File: config.mk
export PLATFORM = sky130hd
export DESIGN_NAME = even_parity_seq_ctrl
export DESIGN_NICKNAME = d
export VERILOG_FILES = /design/src/rtl/even_parity_pkg.sv /design/src/rtl/parity_acc.sv /design/src/rtl/even_parity_seq_ctrl.sv
export SDC_FILE = /design/constraint.sdc
export NUM_CORES = 1
export LEC_CHECK = 0
export BUFFER_PORTS_ARGS = -buffer_cell sky130_fd_sc_hd__buf_2
export CAP_MARGIN = 20
export CORE_MARGIN = 8
export CORE_UTILIZATION = 40
export DETAILED_ROUTE_END_ITERATION = 10
export GPL_TIMING_DRIVEN = 0
export SYNTH_ARGS = -nofsm -noshare
export SYNTH_HDL_FRONTEND = slang
export SYNTH_SLANG_ARGS = --single-unit
File: constraint.sdc
create_clock -name clk -period 2.7 [get_ports clk]
set_input_delay 0.405 -clock clk [delete_from_list [all_inputs] [get_ports clk]]
set_output_delay 0.405 -clock clk [all_outputs]
set_load 0.02 [all_outputs]
File: src/rtl/even_parity_pkg.sv
// Shared state encoding and counter helper for the even-parity sequencer.
package even_parity_pkg;

  localparam logic [1:0] ST_IDLE   = 2'd0;
  localparam logic [1:0] ST_SHIFT  = 2'd1;
  localparam logic [1:0] ST_RESULT = 2'd2;

  // Holds at max instead of wrapping; callers zero-extend to 32 bits and truncate back.
  function automatic logic [31:0] sat_inc(input logic [31:0] cnt, input logic [31:0] max);
    return (cnt == max) ? cnt : cnt + 32'd1;
  endfunction

endpackage

File: src/rtl/parity_acc.sv
// Shift register, XOR accumulator and bit index for LSB-first parity folding.
// load has priority over step; last flags the final bit of the word.
module parity_acc #(
  parameter int DATA_W = 3
) (
  input  logic              clk,
  input  logic              rst_n,
  input  logic              load,
  input  logic              step,
  input  logic [DATA_W-1:0] data,
  input  logic              p_in,
  output logic              acc,
  output logic              last
);

  localparam int IDX_W = (DATA_W > 1) ? $clog2(DATA_W) : 1;

  logic [DATA_W-1:0] shreg_q;
  logic              acc_q;
  logic [IDX_W-1:0]  idx_q;

  always_ff @(posedge clk or negedge rst_n) begin
    if (!rst_n) begin
      shreg_q <= '0;
      acc_q   <= 1'b0;
      idx_q   <= '0;
    end else if (load) begin
      shreg_q <= data;
      acc_q   <= p_in;
      idx_q   <= '0;
    end else if (step) begin
      shreg_q <= shreg_q >> 1;
      acc_q   <= acc_q ^ shreg_q[0];
      idx_q   <= idx_q + IDX_W'(1);
    end
  end

  assign acc  = acc_q;
  assign last = (idx_q == IDX_W'(DATA_W - 1));

endmodule

File: src/rtl/even_parity_seq_ctrl.sv
// Bit-serial even-parity checker: result valid DATA_W cycles after accept, word period DATA_W+2.
// RESULT holds out_valid/out_pc while out_ready=0; input is refused until the result drains.
module even_parity_seq_ctrl
  import even_parity_pkg::*;
#(
  parameter int DATA_W = 3,
  parameter int CNT_W  = 8
) (
  input  logic              clk,
  input  logic              rst_n,
  input  logic              in_valid,
  output logic              in_ready,
  input  logic [DATA_W-1:0] in_data,
  input  logic              in_p,
  output logic              out_valid,
  input  logic              out_ready,
  output logic              out_pc,
  output logic              busy,
  input  logic              clr_cnt,
  output logic [CNT_W-1:0]  err_cnt
);

  logic [1:0]       state_q, state_d;
  logic [CNT_W-1:0] err_cnt_q, err_cnt_d;
  logic             load, step, acc, last;

  parity_acc #(.DATA_W(DATA_W)) u_acc (
    .clk   (clk),
    .rst_n (rst_n),
    .load  (load),
    .step  (step),
    .data  (in_data),
    .p_in  (in_p),
    .acc   (acc),
    .last  (last)
  );

  assign in_ready  = (state_q == ST_IDLE);
  assign out_valid = (state_q == ST_RESULT);
  assign busy      = (state_q == ST_SHIFT) || (state_q == ST_RESULT);
  assign out_pc    = out_valid & acc;
  assign load      = in_ready & in_valid;
  assign step      = (state_q == ST_SHIFT);

  always_comb begin
    state_d = state_q;
    case (state_q)
      ST_IDLE:   if (in_valid)  state_d = ST_SHIFT;
      ST_SHIFT:  if (last)      state_d = ST_RESULT;
      ST_RESULT: if (out_ready) state_d = ST_IDLE;
      default:                  state_d = ST_IDLE;
    endcase
  end

  // Clear beats a same-cycle increment so software sees a clean zero.
  always_comb begin
    err_cnt_d = err_cnt_q;
    if (clr_cnt) begin
      err_cnt_d = '0;
    end else if (out_valid && out_ready && out_pc) begin
      err_cnt_d = CNT_W'(sat_inc(32'(err_cnt_q), 32'({CNT_W{1'b1}})));
    end
  end

  always_ff @(posedge clk or negedge rst_n) begin
    if (!rst_n) begin
      state_q   <= ST_IDLE;
      err_cnt_q <= '0;
    end else begin
      state_q   <= state_d;
      err_cnt_q <= err_cnt_d;
    end
  end

  assign err_cnt = err_cnt_q;

endmodule

# Word level (Yosys, flattened, before mapping)
# Index checks and enable logic that the tools add are counted.
# W data, S select, Z words.
word_totals:
  regBits: 16
  latch_bits: 0
  ramBits: 0
  romBits: 0
  in_bits: 9
  word_cells: 39
  n_memories: 0
op_classes:
  add_sub_neg: 2
  n_mul: 0
  div_mod_pow: 0
  magnitude_cmp: 0
  n_eq_ne: 8
  n_shift: 0
  muxes: 13
  bitwise: 3
  n_reduce_logical: 8
ops:
  columns: ["op", "count"]
  rows:
  - ["$mux W8", 3]
  - ["$mux W2", 5]
  - ["$add A8 B1 Y8 const B", 1]
  - ["$eq A8 B8 Y1 const B", 1]
  - ["$mux W3", 2]
  - ["$pmux W2 S3", 1]
  - ["$eq A2 B2 Y1 const B", 2]
  - ["$ne A2 B1 Y1 const B", 2]
  - ["$ne A2 B2 Y1 const B", 2]
  - ["$reduce_bool A2 Y1", 2]
  - ["$reduce_and A3 Y1", 1]
  - ["$add A2 B1 Y2 const B", 1]
  - ["$and A1 B1 Y1", 2]
  - ["$eq A2 B1 Y1 const B", 1]
  - ["$logic_and A1 B1 Y1", 2]
  - ["$logic_not A2 Y1", 1]
  - ["$mux W1", 2]
  - ["$reduce_and A2 Y1", 1]
  - ["$logic_or A1 B1 Y1", 1]
  - ["$xor A1 B1 Y1", 1]

# Longest topological paths before layout
# Gate-level depths: netlist of the first run.
depth:
  depth_word: 5
  ltp_mapped: 6

# By module
# Synthesis of the first run repeated with hierarchy kept, for this count alone.
unflattened:
  hier_cells: 88
  area_unflattened_um2: 879.6
modules_own_cells:
  columns: ["mod", "instances", "cells_each", "area_each_um2", "seq_area_each_um2"]
  rows:
  - ["even_parity_seq_ctrl", 1, 61, 570.5, 250.2]
  - ["parity_acc", 1, 27, 309.0, 150.1]

# Worst setup path before layout of the first run
# Ideal clock, no wire load.
synth_timing:
  path_type: "register to register"
  startpoint: "register state_q[0]"
  endpoint: "register err_cnt_q[5], in the netlist err_cnt[5]"
  setup_ns: 0.078
  t_arrival_ns: 1.579
  required_time_ns: 2.622
  slack_ns: 1.043
  path_stages_with_launch: 7
  path_buffers: 0
  period_less_slack_ns: 1.657
  path_cell_list: "dfrtp_1 -> inv_1 -> ha_1 -> and4_4 -> o21ai_2 -> or3_1 -> a21oi_1"
synth_via:
  elab_chain_len: 5
  elab_cells_between_ends: 6
synth_rtl:
  columns: ["element", "line_no", "source"]
  rows:
  - ["start: declaration", "even_parity_seq_ctrl.sv:23", "logic [1:0] state_q, state_d;"]
  - ["start signal: assignment", "even_parity_seq_ctrl.sv:70", "state_q <= state_d;"]
  - ["$eq A2 B2 Y1 (*)", "even_parity_seq_ctrl.sv:39", "assign out_valid = (state_q == ST_RESULT);"]
  - ["via out_valid", "even_parity_seq_ctrl.sv:15", "output logic out_valid,"]
  - ["$and A1 B1 Y1 / $logic_and A1 B1 Y1 (equally long branches)", "even_parity_seq_ctrl.sv:41, even_parity_seq_ctrl.sv:60", null]
  - ["$logic_and A1 B1 Y1 (*)", "even_parity_seq_ctrl.sv:60", "end else if (out_valid && out_ready && out_pc) begin"]
  - ["$reduce_bool A2 Y1 (no source line) (*)", null, null]
  - ["$reduce_and A2 Y1 (no source line) (*)", null, null]
  - ["end signal: assignment", "even_parity_seq_ctrl.sv:71", "err_cnt_q <= err_cnt_d;"]
  - ["end: declaration", "even_parity_seq_ctrl.sv:24", "logic [CNT_W-1:0] err_cnt_q, err_cnt_d;"]
# Mark *: on every way through the listed nets, which the timed path passes. The rest lies on a longest branch.
# A chain may end at the register's enable or synchronous reset.

# Worst setup path after layout of the first run
layout_timing:
  startpoint: "register state_q[0]"
  endpoint: "output out_pc"
layout_via:
  elab_chain_len: 2
layout_rtl:
  columns: ["element", "line_no", "source"]
  rows:
  - ["$eq A2 B2 Y1", "even_parity_seq_ctrl.sv:39", null]
  - ["$and A1 B1 Y1", "even_parity_seq_ctrl.sv:41", "assign out_pc = out_valid & acc;"]
  - ["end: declaration", "even_parity_seq_ctrl.sv:17", "output logic out_pc,"]
# Every way passes these cells.

==> metrics.md, run 1 <==
| Metric | Value |
|---|---|
| CTS root buffer | `clkbuf_4` |
| Post-DP Area | `0.00101 mm^2` |
| RSZ-0062 raised after global routing | `false` |
| Area of the multi-input gates | `440 um^2` |
| Largest net degree at the start of global routing | `17` |
| Clock skew | `around 1.5 ps` |
| Share of cells above drive strength 1 | `22.4%` |
| FF/Latch Area | `between 400 and 500 um^2` |
| Final worst setup slack | `1010 ps` |
| Synth unique cells | `28` |
| Pleak | `about 0.52 nW` |
| CP top delay family | `flip-flops` |
| CTS tree | `yes` |
| Critical path cell sequence | `inv_1, ha_1, and2_1, buf_2` |
| Area growth from synthesis to layout | `18.8%` |
| Seq/Total Area, Yosys | `45.3%` |
| Num CTS Buffers | `3` |
| Initial Utilization | `41.1%` |
| Total grt overflow | `0` |
| WL final | `1730 um` |
| Tcrit/Tclk final | `62.6%` |
| Sequential share of power | `roughly two fifths` |
| Critical Path Stages | `4` |
| Via count | `717` |
| Largest cells by area after synthesis | `dfrtp_1, ha_1, mux2i_1` |
| Fin area | `0.00105 mm^2` |
| Worst slack, placed | `1030 ps` |
| Status | `complete, no violations` |
| Fin util | `48.9%` |
| Switching power total | `308 uW` |
| Final setup fails | `0` |
| WP data required | `2300 ps` |
| Wire length per cell | `12.0 um` |
| Final worst path period need | `1690 ps` |
| HP Class | `input port to async pin` |
| Top cell type's share of synthesized area | `between 40% and 50%` |
| Number of port buffers | `19` |
| Slowest stage delay, CP | `410 ps` |
| Die area | `between 0.003 and 0.004 mm^2` |
| Crit-path max FO | `4` |
| Top_reg_cell synth | `dfrtp_1` |
| Number of synthesized flops with an enable pin | `0` |
| Maximum vdd ir drop | `0.455 mV` |
| Post-cts resize count | `0` |
| Number of global-route vias before repair | `about 700` |
| Final hold slack | `18.3 ps` |
| Combinational cell fraction of total power | `about two fifths` |
| Crit path buffers/inverters | `2` |
| DRC viols | `0` |
| Setup tns final | `0 ps` |
| CTS Hold Buffers Added | `0` |
| Total core area | `0.00215 mm^2` |
| Register-to-register path setup slack | `1010 ps` |
| R2R Path Start | `state_q[1]` |
| Total Nets Final | `133` |
| Post-Synthesis Cell Area | `883 um^2` |
| P per Cell Area | `~780 mW/mm^2` |
| CP max stage cell | `dfrtp_1` |
| Synth area leader | `dfrtp_1` |
| CP endpoint kind | `output port` |
| Clk buf depth | `2` |
| Synth Area per Inst | `9.50 um^2` |
| Fill cell count | `221` |
| Routability Congestion | `0.767` |
| Rows | `17` |
| Cells after Synth | `93` |
| Ant diodes | `0` |
| I/O pin count | `21` |
| FF-to-FF End | `state_q[0]` |
| Detailed placement HPWL | `1370 um` |
| Syn Nets | `109` |
| Yosys warns | `0` |
| FF-to-FF path depth | `5` |
| Initial antenna violation count | `0` |
| Max-slew headroom | `65.2%` |
| # Post-CTS Setup Buffers | `0` |
| Routed Antenna Nets | `0` |
| Final Hold Fails | `0` |
| First-pass GRT wire length | `2920 um` |
| Measured slew at the worst slew-check pin | `roughly 520 ps` |
| GRT Total Usage | `between 8 and 9%` |
| Ys async rst share | `100%` |
| Die Y | `~63 um` |
| DRT iter0 DRCs | `25` |
| Setup crit start | `state_q[0]` |
| Chip width | `63.0 um` |
| Sw Ratio | `37.7%` |
| Clk pin slew, worst setup/hold paths | `90 ps` |
| Clock power frac | `roughly a fifth` |
| Data arrival time of the critical path | `around 1300 ps` |
| Clk_lat worst skew | `between 200 and 300 ps` |
| H-tree depth | `1` |
| Flops & latches, synth | `16` |
| Critical path class | `flip-flop to output port` |
| Maximum clock frequency | `592 MHz` |
| Count of pins over their slew limit | `0` |
| Worst setup path endpoint | `out_pc` |
| Cell Int Power | `510 uW` |
| Max cap viols | `0` |
| DRT Pass-1 Iters | `4` |
| Crit start category | `flip-flop` |
| Vias per cell | `roughly 5` |
| CTS sink cnt | `16` |
==> flip-flops by register name (all words and copies together) (netlist names) <==
name,count
err_cnt,8
u_acc.shreg_q,3
state_q,2
u_acc.idx_q,2
u_acc.acc,1
==> synth_stat cells, types with 2 or more instances <==
cell type	count
o21ai_0	7
dfrtp_1	16
inv_1	8
o211ai_1	2
ha_1	7
nand2_1	10
xor2_1	4
clkbuf_1	2
nand3_1	4
nand4_1	2
and2_1	2
mux2i_1	5
nor2_1	9
==> how the worst min path moves through the flow <==
stage | start | endpoint | slack [ps] | depth (start not counted)
floorplan | rst_n | err_cnt[0] | 110 | 0
global placement | rst_n | err_cnt[6] | 350 | 1
finish | rst_n | err_cnt[6] | 20 | 1
global route | rst_n | u_acc.idx_q[1] | 30 | 1
detailed placement | rst_n | err_cnt[6] | 340 | 1
CTS | rst_n | err_cnt[6] | 20 | 1
==> per-stage QoR <==
step                      instances  power, mW
after CTS                       144      0.832
final                           144      0.818
after global placement          140      0.656
after global routing            144      0.880
after detailed placement        140      0.670
after floorplan                  93      0.587
==> layout by cell type, fill, tap and decap left out <==
cell,instances
buf_2,20
dfrtp_1,16
nand2_1,10
nor2_1,9
inv_1,8
o21ai_0,7
ha_1,7
mux2i_1,5
xor2_1,4
nand3_1,4
clkbuf_4,3
and2_1,2
clkbuf_1,2
nand4_1,2
o211ai_1,2
nand2b_1,1
a222oi_1,1
nor4_1,1
nor3_1,1
nor2b_1,1
a211oi_1,1
and3_1,1
and4_4,1
o21ai_2,1
or3_1,1
a21oi_1,1
a31oi_1,1
o21a_1,1
xnor2_1,1
clkbuf_8,1
==> power by group through the flow <==
stage	registers, mW	logic (mW)	clock network (mW)
after floorplan	0.331	0.256	0
after global placement	0.338	0.318	0
after detailed placement	0.341	0.329	0
after CTS	0.336	0.330	0.166
after global routing	0.341	0.366	0.173
final	0.335	0.326	0.156
==> final cells by class <==
type,count,area share [%]
Timing Repair Buffer,19,9.06
Buffer,3,1.19
Inverter,8,2.86
Clock buffer,4,3.46
Multi-Input combinational cell,66,42.0
Tap cell,28,3.34
Sequential cell,16,38.1
==> logic make-up (layout without fill, tap and decap cells) <==
logic type / Yosys count / count (layout) / share of synthesized area [%]
simple gates: 34 / 34 / 18.6
compound gates: 15 / 15 / 10.8
mux: 5 / 5 / 5.67
fa+ha+maj: 7 / 7 / 9.91
buf+inv: 11 / 34 / 4.82
flops: 16 / 16 / 45.3
xor+xnor: 5 / 5 / 4.96
==> layer usage <==
metal	GRT usage, %	wire (um)	up-vias
li1	-	-	362
met1	9.19	784	338
met2	14.6	790	15
met3	3.58	141	2
met4	5.13	16	0
met5	0	0	-
No activity file was read; power rests on OpenSTA's default activity.
==> run 2: changes to the inputs <==
ABC_AREA = 1   (was default)
clock period = 1.52 ns   (was 2.7 ns; I/O delays follow)
==> metrics.md, run 2 <==
| Metric | Value |
|---|---|
| Status | `complete, no violations` |
| Number of global-route vias before repair | `799` |
| RSZ-0062 raised after global routing | `true` |
| Most frequent cells in the layout | `nand2_1, buf_2, dfrtp_1, inv_1, nand3_1` |
| Simple-gate share of the synthesized area | `29.4%` |
| Total core area | `~0.0022 mm^2` |
| Crit start category | `flip-flop` |
| Non-Filler Instances | `180` |
| Final Hold Fails | `0` |
| Setup tns final | `0 ps` |
| Most common cell after layout, fill and taps aside | `nand2_1` |
| Vias per cell | `approximately 4.7` |
| Synth Area in XOR/XNOR | `3.71%` |
| DRC viols | `0` |
| Routability Congestion | `0.798` |
| Largest register FFs | `8` |
| Ant diodes | `0` |
| Adder-Cell Fraction of Synth Area | `9.27%` |
| Largest family of logic cells by synthesized area | `simple AND/OR/NAND/NOR gates` |
| Crit path buffers/inverters | `3` |
| Top_reg_cell synth | `dfrtp_1` |
| Num CTS Buffers | `3` |
| Die Y | `approximately 65 um` |
| Synth unique cells | `19` |
| H-tree depth | `1` |
| Seq/Total Area, Yosys | `roughly 42%` |
| FF-to-FF path depth | `11` |
| WL final | `1970 um` |
| CP endpoint kind | `output port` |
| Wire length per cell | `11.0 um` |
| Min-delay src | `in_data[2]` |
| Area growth from synthesis to layout | `23.2%` |
| Clk pin slew, worst setup/hold paths | `around 100 ps` |
| DRT Pass-1 Iters | `4` |
| Synth Area per Inst | `7.56 um^2` |
| R2R Path Start | `state_q[0]` |
| Detailed placement HPWL | `1570 um` |
| Top cell type's share of synthesized area | `42.4%` |
| Register-to-register path setup slack | `approximately 150 ps` |
| DRT iter0 DRCs | `41` |
| Count of pins over their slew limit | `0` |
| Measured slew at the worst slew-check pin | `383 ps` |
| Critical path class | `flip-flop to output port` |
| Slowest stage delay, CP | `410 ps` |
| Initial antenna violation count | `0` |
| Maximum vdd ir drop | `1.04 mV` |
| Final setup fails | `0` |
| Post-Synthesis Cell Area | `945 um^2` |
| Initial Utilization | `42.3%` |
| Critical path cell sequence | `inv_2, ha_1, nand2_1, inv_2, buf_4` |
| Clk buf depth | `2` |
| Post-synthesis mux area share | `0%` |
| GRT Total Usage | `10.3%` |
| Largest cells by area after synthesis | `dfrtp_1, nand2_1, ha_1` |
| Final worst path period need | `approximately 1500 ps` |
| I/O pin count | `21` |
| Routed Antenna Nets | `0` |
| Worst Hold Endpoint | `u_acc.shreg_q[2]` |
| Yosys warns | `0` |
| Cells after DPL | `around 170` |
| Die area | `0.00417 mm^2` |
| Total grt overflow | `0` |
| Crit-path max FO | `4` |
| Worst path most repeated cell | `inv_2` |
| WP data required | `1290 ps` |
| Syn Nets | `141` |
| CTS tree | `yes` |
| Clk_lat worst skew | `approximately 280 ps` |
| Rows | `17` |
| Max-slew headroom | `between 70 and 80%` |
| First-pass GRT wire length | `3410 um` |
| CTS sink cnt | `16` |
| Most common cell in the netlist | `nand2_1` |
| Chip width | `64.6 um` |
| Min-Delay Path Depth | `3` |
| CTS root buffer | `clkbuf_4` |
| Largest net degree at the start of global routing | `17` |
| CP top delay family | `flip-flops` |
| Synth Area in Compound Gates | `6.36%` |
| HP Class | `input port to flip-flop` |
| Via count | `between 800 and 900` |
| Synth area leader | `dfrtp_1` |
| Max cap viols | `0` |
| Ys async rst share | `100%` |
| Clock skew | `roughly 4.1 ps` |
| Share of cells above drive strength 1 | `around 28%` |
| Maximum clock frequency | `688 MHz` |
| CP max stage cell | `dfrtp_1` |
| Pleak | `~0.67 nW` |
| Flops & latches, synth | `16` |
| Total Nets Final | `approximately 170` |
| Final hold slack | `147 ps` |
| Number of synthesized flops with an enable pin | `0` |
| Cells after Synth | `125` |
| Number of port buffers | `20` |
| FF-to-FF End | `err_cnt[5]` |
| Data arrival time of the critical path | `1230 ps` |
| P per Cell Area | `about 1400 mW/mm^2` |
| Tcrit/Tclk final | `95.7%` |
| Commonest cells in the netlist | `nand2_1, inv_1, dfrtp_1` |
==> run 2: logic make-up (layout without fill, tap and decap cells) <==
| logic type | Yosys count | after routing |
|---|---|---|
| buf+inv | 22 | 49 |
| simple gates | 65 | 65 |
| xor+xnor | 4 | 4 |
| compound gates | 11 | 11 |
| fa+ha+maj | 7 | 7 |
| flops | 16 | 16 |
==> run 2: worst max-delay path by stage <==
| stage | start | endpoint | slack [ps] | cells past startpoint |
|---|---|---|---|---|
| floorplan | state_q[0] | err_cnt[5] | 70 | 11 |
| global placement | state_q[0] | err_cnt[3] | 60 | 10 |
| detailed placement | state_q[0] | u_acc.shreg_q[1] | 20 | 7 |
| CTS | state_q[0] | out_pc | 20 | 5 |
| global route | state_q[0] | err_cnt[1] | -5 | 10 |
| finish | state_q[0] | out_pc | 70 | 5 |
==> run 2: final cells by class <==
class                           count  area [um^2]
Sequential cell                    16          400
Clock buffer                        4         36.3
Tap cell                           28         35.0
Timing Repair Buffer               23          128
Inverter                           22         85.1
Fill cell                         233         1070
Multi-Input combinational cell     87          479
==> run 2: where the power goes <==
| part | internal (mW) | total (mW) | switching, mW |
|---|---|---|---|
| Sequential | 0.530 | 0.600 | 0.0699 |
| Clock | 0.146 | 0.283 | 0.137 |
| Combinational | 0.272 | 0.715 | 0.444 |
==> run 2: what timing repair did <==
| action | CTS | global route |
|---|---|---|
| endpoints found under the setup margin | 3 | 17 |
| gates resized for setup | 2 | 9 |
| hold buffers | 1 | 0 |
| buffers inserted | 0 | 2 |
| hold endpoints to repair | 16 | 0 |
==> run 2: through the flow <==
step | util, % | instance area [um^2] | total power [mW] | setup slack [ps]
floorplan | - | 945 | 1.08 | 70.0
global placement | 48.3 | 1080 | 1.23 | 59.2
detailed placement | 48.3 | 1080 | 1.25 | 21.9
CTS | 50.6 | 1130 | 1.55 | 22.7
global route | 52.1 | 1160 | 1.75 | -4.73
finish | 52.1 | 1160 | 1.60 | 66.0
==> run 2: worst min-delay path, delay by kind of cell <==
kind,cells,cell delay (ps)
AND/OR/NAND/NOR,2,100
buffers and inverters,1,70
==> run 2: metal layers <==
layer / part of all wire (%) / GRT usage, % / vias up
met5: 0 / 0 / -
met1: 45 / 11.8 / 399
met4: 0.91 / 5.72 / 0
met3: 4.6 / 3.26 / 2
li1: - / - / 435
met2: 49 / 16.8 / 13
==> run 3: changes to the inputs <==
RECOVER_POWER = 25   (was default)
==> metrics.md, run 3 (same netlist as run 2, synthesis figures left out) <==
| Metric | Value |
|---|---|
| Routability Congestion | `0.798` |
| WP data required | `1290 ps` |
| DRC viols | `0` |
| Die area | `0.00417 mm^2` |
| CTS sink cnt | `16` |
| Initial antenna violation count | `0` |
| Num CTS Buffers | `3` |
| Critical path cell sequence | `inv_2, ha_1, nand2_1, inv_2, buf_4` |
| Wire length per cell | `10.9 um` |
| CP max stage cell | `dfrtp_1` |
| Final worst path period need | `between 1000 and 1500 ps` |
| Most frequent cells in the layout | `nand2_1, buf_2, dfrtp_1, inv_1, nand3_1` |
| WL final | `1970 um` |
| Clk pin slew, worst setup/hold paths | `100 ps` |
| Vias per cell | `between 4 and 5` |
| Via count | `847` |
| GRT Total Usage | `10.3%` |
| Number of global-route vias before repair | `799` |
| Chip width | `64.6 um` |
| Post-DP Area | `0.00108 mm^2` |
| Final setup fails | `0` |
| Total grt overflow | `0` |
| HP Class | `input port to flip-flop` |
| Clk_lat worst skew | `~280 ps` |
| Tcrit/Tclk final | `between 90% and 100%` |
| Share of cells above drive strength 1 | `27.0%` |
| Cells after DPL | `~170` |
| Clk buf depth | `2` |
| FF-to-FF path depth | `11` |
| Total Nets Final | `about 170` |
| I/O pin count | `21` |
| Clock skew | `4.14 ps` |
| Largest net degree at the start of global routing | `17` |
| Detailed placement HPWL | `1570 um` |
| P per Cell Area | `1370 mW/mm^2` |
| Crit-path max FO | `4` |
| DRT Pass-1 Iters | `4` |
| Maximum clock frequency | `between 600 and 700 MHz` |
| Number of port buffers | `20` |
| First-pass GRT wire length | `3410 um` |
| DRT iter0 DRCs | `41` |
| CTS tree | `yes` |
| Min-Delay Path Depth | `3` |
| Rows | `17` |
| H-tree depth | `1` |
| Worst slack, placed | `approximately 22 ps` |
| Largest register FFs | `8` |
| Most common cell after layout, fill and taps aside | `nand2_1` |
| Initial Utilization | `between 40% and 50%` |
| Die Y | `64.6 um` |
| Pleak | `around 0.67 nW` |
| Maximum vdd ir drop | `1.04 mV` |
| Total core area | `0.00223 mm^2` |
| Measured slew at the worst slew-check pin | `roughly 910 ps` |
| RSZ-0062 raised after global routing | `true` |
| Fill cell count | `232` |
| Final worst setup slack | `approximately 66 ps` |
| CTS root buffer | `clkbuf_4` |
| Max-slew headroom | `39.1%` |
| Setup tns final | `0 ps` |
| Fin area | `between 0.001 and 0.0015 mm^2` |
| Routed Antenna Nets | `0` |
| Status | `complete, no violations` |
| Non-Filler Instances | `180` |
| Ant diodes | `0` |
| Count of pins over their slew limit | `0` |
| Worst path most repeated cell | `inv_2` |
| CP endpoint kind | `output port` |
| Final Hold Fails | `0` |
| Slowest stage delay, CP | `410 ps` |
| Area growth from synthesis to layout | `23.0%` |
| Crit start category | `flip-flop` |
| Critical path class | `flip-flop to output port` |
| Max cap viols | `0` |
| Data arrival time of the critical path | `1230 ps` |
## run 3: cell types whose count changed in the layout (fill, tap and decap cells not counted)
cell,previous run,this run
clkbuf_1,0,1
buf_2,19,18
## run 3: where the power goes
| group | internal, mW | switching [mW] | leakage, nW | total (mW) |
|---|---|---|---|---|
| registers | 0.530 | 0.0699 | 0.211 | 0.600 |
| logic | 0.271 | 0.444 | 0.437 | 0.715 |
| clock network | 0.146 | 0.137 | 0.0210 | 0.283 |
## run 3: final cells by class
| cell class | instances | area, um^2 | area share, % |
|---|---|---|---|
| multi-input cells | 87 | 479 | 41.2 |
| clock buffers | 4 | 36.3 | 3.12 |
| repair buffers | 23 | 126 | 10.9 |
| well taps | 28 | 35.0 | 3.01 |
| inverters | 22 | 85.1 | 7.32 |
| flip-flops and latches | 16 | 400 | 34.4 |
## run 3: layer usage
layer / GRT usage, % / wire [um] / part of all wire (%) / up-vias
li1: - / - / - / 435
met1: 11.8 / 894 / 45 / 397
met2: 16.8 / 965 / 49 / 13
met3: 3.26 / 92 / 4.7 / 2
met4: 5.72 / 18 / 0.91 / 0
met5: 0 / 0 / 0 / -
## run 3: worst max-delay path, delay by kind of cell, from the launching register on
family | cells | cell delay, ps
fa+ha+maj | 1 | 190
flops | 1 | 410
simple gates | 1 | 80
buf+inv | 3 | 270
## run 3: path summary, 6_finish.rpt
check                                    to  slack (ps)             start
max in group asynchronous        err_cnt[1]         380             rst_n
setup / recovery                     out_pc          70        state_q[0]
setup reg to reg                 err_cnt[5]         150        state_q[0]
hold reg to reg            u_acc.shreg_q[0]         490  u_acc.shreg_q[0]
hold / removal             u_acc.shreg_q[2]         150        in_data[2]
min in group asynchronous        err_cnt[6]         580             rst_n
## run 3: metrics by stage
step / util (%) / hold WS, ps / power (mW)
after floorplan: - / -67.6 / 1.08
after global placement: 48.3 / 170 / 1.23
after detailed placement: 48.3 / 171 / 1.25
after CTS: 50.6 / 142 / 1.55
after global routing: 52.0 / 127 / 1.75
final: 52.0 / 147 / 1.60
## run 3: what timing repair did
item	CTS	global route
setup endpoints to repair	3	17
setup buffers	0	2
gates resized for setup	2	9
hold endpoints to repair	16	0
hold buffers	1	0
pin swaps	0	0
